`src/rtl/bus_mem_slave.sv`:
```
// bus_mem_slave: memory target for the req/gnt/start/rdy processor bus.
//
// The master raises req and is granted the bus. A start sampled while
// granted latches mode and addr. After WAIT_CYCLES wait states the slave
// completes one beat per cycle, pulsing rdy. A burst completes BURST_LEN
// beats; a single transfer completes one. Addresses wrap from DEPTH-1 to 0.
// A start address at or above DEPTH gives one error beat with no write.
// Storage is a flop array that reset does not clear.
//
// Ports:
//   clk    in   bus clock, rising edge
//   rst    in   synchronous reset, active-high
//   req    in   master requests the bus
//   start  in   begin transaction (sampled only while gnt=1)
//   mode   in   00 rd, 01 wr, 10 burst rd, 11 burst wr
//   addr   in   start address, sampled with start
//   wdata  in   write data, sampled on each write beat
//   gnt    out  bus granted
//   rdy    out  beat complete, one cycle per beat
//   rdata  out  read data while rdy on a read, else 0
//   err    out  out-of-range access, only together with rdy
module bus_mem_slave #(
    parameter int DATA_W      = 8,
    parameter int ADDR_W      = 8,
    parameter int DEPTH       = 256,
    parameter int BURST_LEN   = 4,
    parameter int WAIT_CYCLES = 1
) (
    input  logic              clk,
    input  logic              rst,
    input  logic              req,
    input  logic              start,
    input  logic [1:0]        mode,
    input  logic [ADDR_W-1:0] addr,
    input  logic [DATA_W-1:0] wdata,
    output logic              gnt,
    output logic              rdy,
    output logic [DATA_W-1:0] rdata,
    output logic              err
);

    localparam int BCW  = $clog2(BURST_LEN + 1);
    localparam int WCW  = (WAIT_CYCLES > 0) ? $clog2(WAIT_CYCLES + 1) : 1;
    localparam int IDXW = (DEPTH > 1) ? $clog2(DEPTH) : 1;

    localparam logic [ADDR_W:0]   DEPTH_X     = (ADDR_W + 1)'(DEPTH);
    localparam logic [ADDR_W-1:0] LAST_ADDR   = ADDR_W'(DEPTH - 1);
    localparam logic [BCW-1:0]    BURST_BEATS = BCW'(BURST_LEN);
    localparam logic [BCW-1:0]    ONE_BEAT    = BCW'(1);
    localparam logic [WCW-1:0]    WAIT_LOAD   = WCW'(WAIT_CYCLES);
    localparam logic [WCW-1:0]    WAIT_ONE    = WCW'(1);

    typedef enum logic [1:0] {
        S_IDLE  = 2'd0,
        S_GRANT = 2'd1,
        S_WAIT  = 2'd2,
        S_XFER  = 2'd3
    } state_t;

    state_t             state;
    state_t             state_nx;
    logic [BCW-1:0]     beats;
    logic [WCW-1:0]     wait_cnt;
    logic [ADDR_W-1:0]  cur_addr;
    logic               is_write;
    logic               in_range;
    logic [DATA_W-1:0]  mem [DEPTH];

    logic               accept;
    logic               addr_ok;
    logic               wr_en;
    logic [IDXW-1:0]    idx;

    assign accept  = (state == S_GRANT) && start;
    assign addr_ok = ({1'b0, addr} < DEPTH_X);
    assign idx     = cur_addr[IDXW-1:0];
    // A beat cut short by reset must not reach the array.
    assign wr_en   = (state == S_XFER) && is_write && in_range && !rst;

    // State and counters
    always_ff @(posedge clk) begin
        if (rst) begin
            state    <= S_IDLE;
            beats    <= '0;
            wait_cnt <= '0;
        end else begin
            state <= state_nx;
            if (accept) begin
                // An out-of-range start always collapses to a single beat.
                beats    <= (mode[1] && addr_ok) ? BURST_BEATS : ONE_BEAT;
                wait_cnt <= WAIT_LOAD;
            end else if (state == S_XFER) begin
                beats <= beats - ONE_BEAT;
            end else if (state == S_WAIT) begin
                wait_cnt <= wait_cnt - WAIT_ONE;
            end
        end
    end

    always_comb begin
        state_nx = state;
        case (state)
            S_IDLE: begin
                if (req) state_nx = S_GRANT;
            end
            S_GRANT: begin
                if (start)     state_nx = (WAIT_CYCLES > 0) ? S_WAIT : S_XFER;
                else if (!req) state_nx = S_IDLE;
            end
            S_WAIT: begin
                if (wait_cnt == WAIT_ONE) state_nx = S_XFER;
            end
            S_XFER: begin
                if (beats == ONE_BEAT) state_nx = req ? S_GRANT : S_IDLE;
            end
            default: state_nx = S_IDLE;
        endcase
    end

    // Latched transaction, address walk and storage
    always_ff @(posedge clk) begin
        if (accept) begin
            cur_addr <= addr;
            is_write <= mode[0];
            in_range <= addr_ok;
        end else if (state == S_XFER) begin
            cur_addr <= (cur_addr == LAST_ADDR) ? '0 : cur_addr + 1'b1;
        end
        if (wr_en) mem[idx] <= wdata;
    end

    // Bus outputs; held at zero while reset is asserted
    always_comb begin
        gnt   = 1'b0;
        rdy   = 1'b0;
        err   = 1'b0;
        rdata = '0;
        if (!rst) begin
            case (state)
                S_GRANT: gnt = 1'b1;
                S_XFER: begin
                    rdy = 1'b1;
                    err = !in_range;
                    if (in_range && !is_write) rdata = mem[idx];
                end
                default: ;
            endcase
        end
    end

endmodule

```
`config.mk`:
```
export PLATFORM = sky130hd
export DESIGN_NAME = bus_mem_slave
export DESIGN_NICKNAME = d
export VERILOG_FILES = /design/src/rtl/bus_mem_slave.sv
export SDC_FILE = /design/constraint.sdc
export NUM_CORES = 2
export LEC_CHECK = 0
export BUFFER_PORTS_ARGS = -buffer_cell sky130_fd_sc_hd__buf_2
export CAP_MARGIN = 5
export CORE_ASPECT_RATIO = 1.5
export CORE_MARGIN = 2
export CORE_UTILIZATION = 45
export CTS_CLUSTER_SIZE = 40
export DETAILED_ROUTE_END_ITERATION = 6
export GPL_ROUTABILITY_DRIVEN = 1
export PLACE_DENSITY = 0.72
export SLEW_MARGIN = 20
export SYNTH_ARGS = -nofsm -noshare
export SYNTH_HDL_FRONTEND = slang
export SYNTH_SLANG_ARGS = --single-unit
```
`constraint.sdc`:
```
create_clock -name clk -period 2.2 [get_ports clk]
set_input_delay 0.11 -clock clk [delete_from_list [all_inputs] [get_ports clk]]
set_output_delay 0.11 -clock clk [all_outputs]
set_load 0.05 [all_outputs]
```
# Word-level counts from Yosys, hierarchy flattened
# Memory sizes are Yosys's and may differ from the RTL's. A register that Yosys moved wholly into a read port is not among the register bits.
# Cells that the tools add are included.
# W data, S select, Z words.
# word_totals
regBits	15
output_inout_bits	11
elab_cells	54
ramBits	2048
mem_count	1
inputBits	22
# memory_table
name	depth	word_bits	rd	rd_clocked_by_memory_dff	write_ports	line	text
mem	256	8	1	1	1	67	logic [DATA_W-1:0] mem [DEPTH];
# op_classes
muxes	26
n_eq_ne	10
reduce_logical	9
n_addsub	3
# op_table
op	count
$mux W8	7
$mux W1	10
$mux W2	5
$mux W3	3
$add A8 B1 Y8 const B	1
$eq A8 B8 Y1 const B	1
$pmux W2 S4	1
$ne A2 B2 Y1 const B	3
$eq A2 B2 Y1 const B	2
$reduce_and A4 Y1	1
$reduce_bool A2 Y1	2
$eq A3 B1 Y1 const B	1
$logic_and A1 B1 Y1	3
$ne A3 B3 Y1 const B	1
$sub A3 B1 Y3 const B	1
$eq A2 B1 Y1 const B	1
$logic_not A2 Y1	1
$ne A2 B1 Y1 const B	1
$reduce_and A2 Y1	1
$logic_not A1 Y1	1
$sub A1 B1 Y1 const B	1

# Longest topological paths before layout
# depth
depth_word	5
ltp_mapped	12

# Least setup slack after synthesis
# Ideal clock, no wire load.
# synth_path
path_type	reg2reg
startpoint	register with a tool-made name
endpoint	memory mem[111][1], enable pin
path_stages_with_launch	8
t_required_ps	1830
path_slack_ps	-1346
arrival_ps	3176
cell_sequence	dfxtp_1 > inv_1 > nor3b_1 > nand2_1 > nor3b_1 > nand2_1 > clkbuf_1 > nor2_1
# synth_lines
item	line
end, declared	67

# Worst setup path in the final report
# layout_path
startpoint	register is_write
endpoint	output port rdata[6]
# layout_via
elab_chain_len	3
# layout_rtl
item	line	text
start, declared	65	logic is_write;
start signal, assigned	124	is_write <= mode[0];
$mux W8	144	if (in_range && !is_write) rdata = mem[idx];
$mux W8	139	case (state)
$mux W8	138	if (!rst) begin
end, declared	38	output logic [DATA_W-1:0] rdata,
# No other way between the ends.

==> results.cfg <==
[timing]
maxSlewHeadroom_pct = 51.2
setup_viol = 36
whs_ns = 0.0576
rsz0062_at_grt = yes
hold_viol_final = 0
fin_ws_ns = -1.66
period_share_pct = 175
max_freq_mhz = 259
tightest_slew_ns = 0.732
slew_violations = 0
finClkSkew_ns = 0.0510
period_minus_slack_ns = 3.86

[layout]
nets = 5019
register_area_um2 = 62100
final_common_cell = edfxtp_1
multi_input_area_um2 = 20400
area_growth_pct = 23.4
drive_above_1_share_pct = 37.7
nFillCells = 13100
most-common-layout-cells = edfxtp_1, buf_4, mux4_2, mux2i_1, clkbuf_16
design_area_um2 = 101000

[synthesis]
syn_area_per_cell_um2 = 20.0
synth_top_cell_area_share_pct = 75.3
synth-seq-cells = 2071
netlist_instances = 4099
synth_area_leaders = edfxtp_1, mux4_2, mux2i_1, mux4_1, nor2_1
synth_edf_count = 2057
synth_area_leader_cell = edfxtp_1
ys.warnings.count = 0
synth_async_sr_flop_share_pct = 0
synthesis.area_um2 = 82100
synth_cell_types = 75
ys.flop_type = edfxtp_1
syn-num-nets = 4127
yosysSeqAreaShare_pct = 75.6

[global_route]
grt_pass1_vias = 46000
grt_antenna_before_repair = 2
grt_overflow = 0
grt_max_degree = 102
grt.total_usage_pct = 24.6
grt_pass1_wl_um = 329000

[pwr]
ir_worst_vdd_v = 0.000552
p_leak_nw = 33.2
power_density_nw_per_um2 = 821
switching_share_pct = 22.4
seqPwrFrac_pct = 52.2
pwr-share-comb_pct = 10.2
p_switching_mw = 18.7
p_total_mw = 83.2
p_int_mw = 64.5
pwr-share-clk_pct = 37.6

[detailed_routing]
vias = 45900
viasPerCell = 6.08
postRouteWirelength_um = 235000
dr.pass1.iters = 6
wl_per_cell_um = 31.1
drtIter0Drc = 6380
drtAntennaViolNets = 0
route.detailed.drc = 0

[setup_path]
reg2reg_slack_ns = -0.04
cp_data_required_time_ns = 2.09
crit_arrival_ns = 3.75
cp-start-kind = flop
cp_max_fo = 2
worstReg2RegEnd = mem[165][0]$_DFFE_PP_
end_kind = primary output
critPathCapture = rdata[6]
reg2regPathDepth = 9
worst-setup-path-type = reg -> out
setup.worst_path.start = is_write$_DFFE_PP_

[clock_tree]
ctsRootBufferMaster = clkbuf_16
clk-insertion-delay-late_ns = 0.85
cts_tree = yes
h-tree-depth = 4
clk_path_buf_depth = 4
path_clk_slew_ns = 0.06
cts_buffers = 179
clock-sinks = 2071

[place]
hpwl_um = 155000
port_buffers = 31
gp_congestion = 0.939
place_area_um2 = 92400

[floorplan]
ios = 33
die_area_um2 = 186000
rows = 192
fp.dieH_um = 527
coreArea_um2 = 182000
start_util_pct = 45.1
die_w_um = 353

[status]
status = finished, violations left
violations = setup timing

[hold_path]
hold_path.class = in -> reg

[run]
cap_violations = 0
## synth_stat cells (21+ instances only)
master    number
a211oi_1      38
a21oi_1       51
and2_1        23
buf_12        21
buf_2         48
buf_4         29
buf_6         23
clkbuf_1      84
clkbuf_8      21
edfxtp_1    2057
mux2_2        22
mux2i_1      277
mux4_1        83
mux4_2       295
nand2_1      117
nand3_1       21
nand4_1       21
nor2_1       306
nor3_1        81
nor4_1        28
o21ai_0       65
o221ai_1      88
o22ai_1       84
## cell type report
type | instances | share of cell area, %
Multi-Input combinational cell | 1771 | 20.1
Clock buffer | 236 | 4.77
Timing Repair Buffer | 959 | 9.98
Clock inverter | 81 | 0.828
Antenna cell | 2 | 0.00494
Inverter | 9 | 0.0383
Sequential cell | 2071 | 61.3
Tap cell | 2425 | 3.00
## worst min path at each step
| stage | cells past startpoint | slack, ns | endpoint | startpoint |
|---|---|---|---|---|
| CTS | 2 | 0.03 | is_write$_DFFE_PP_ | mode[0] |
| global placement | 1 | 0.33 | is_write$_DFFE_PP_ | mode[0] |
| finish | 2 | 0.06 | is_write$_DFFE_PP_ | mode[0] |
| floorplan | 0 | 0.21 | is_write$_DFFE_PP_ | mode[0] |
| detailed placement | 1 | 0.32 | is_write$_DFFE_PP_ | mode[0] |
| global route | 2 | 0.04 | is_write$_DFFE_PP_ | mode[0] |
## flip-flops by register name (all words and copies together), names as in the netlist, named ones only
register  cells
wait_cnt      1
is_write      1
cur_addr      8
beats         3
mem        2048
state         1
## critical path, stage by stage, from the launching register on
cell and delay (ns):
edfxtp_1 0.43, nor4bb_4 0.42, buf_4 0.19, buf_6 0.09
and2b_2 0.22, buf_4 0.14, buf_6 0.09, o211ai_1 0.09
nor4_2 0.16, nand4_1 0.43, o22ai_4 0.46, buf_6 0.21
## power by group through the flow
stage | registers, mW | clock network (mW) | logic, mW
3_5_place_dp | 44.3 | 0 | 7.30
2_1_floorplan | 44.3 | 0 | 3.81
4_1_cts | 43.4 | 31.5 | 7.99
3_3_place_gp | 44.3 | 0 | 7.20
6_report | 43.4 | 31.3 | 8.45
5_1_grt | 43.4 | 32.9 | 8.68
## repair_timing
item	4_1_cts	5_1_grt
pin swaps	51	62
buffers inserted	61	37
setup endpoints to repair	1027	1481
hold endpoints to repair	438	0
hold buffers	26	0
gates cloned	8	7
resized for setup	219	204
## routing by layer
layer / up-vias / GRT usage [%] / wire length (um)
li1: 18800 / - / -
met1: 23600 / 29.1 / 78700
met2: 2820 / 41.6 / 118000
met3: 677 / 3.77 / 20000
met4: 0 / 16.7 / 17900
met5: - / 0 / 0
## kinds of logic after synthesis
kind of cell	Yosys count	share of synthesized area [%]
AOI/OAI and AO/OA	408	3.53
muxes	677	14.4
DFF	2071	75.6
xor gates and xnor gates	5	0.0534
buffers and inverters	257	2.51
adders and majority gates	6	0.0915
other	1	0.00457
and+or+nand+nor	674	3.79
## stage by stage
step	setup TNS (ns)	std cells	setup slack (ns)	util (%)
after floorplan	-291.27	4099	-0.217	-
after global placement	-16.63	7103	-1.48	50.8
after detailed placement	-33.48	7103	-1.58	50.8
after CTS	-12.70	7512	-1.64	55.0
after global routing	-58.85	7553	-1.69	55.7
final	-13.20	7554	-1.66	55.7
Power figures use the tool's default switching activity.
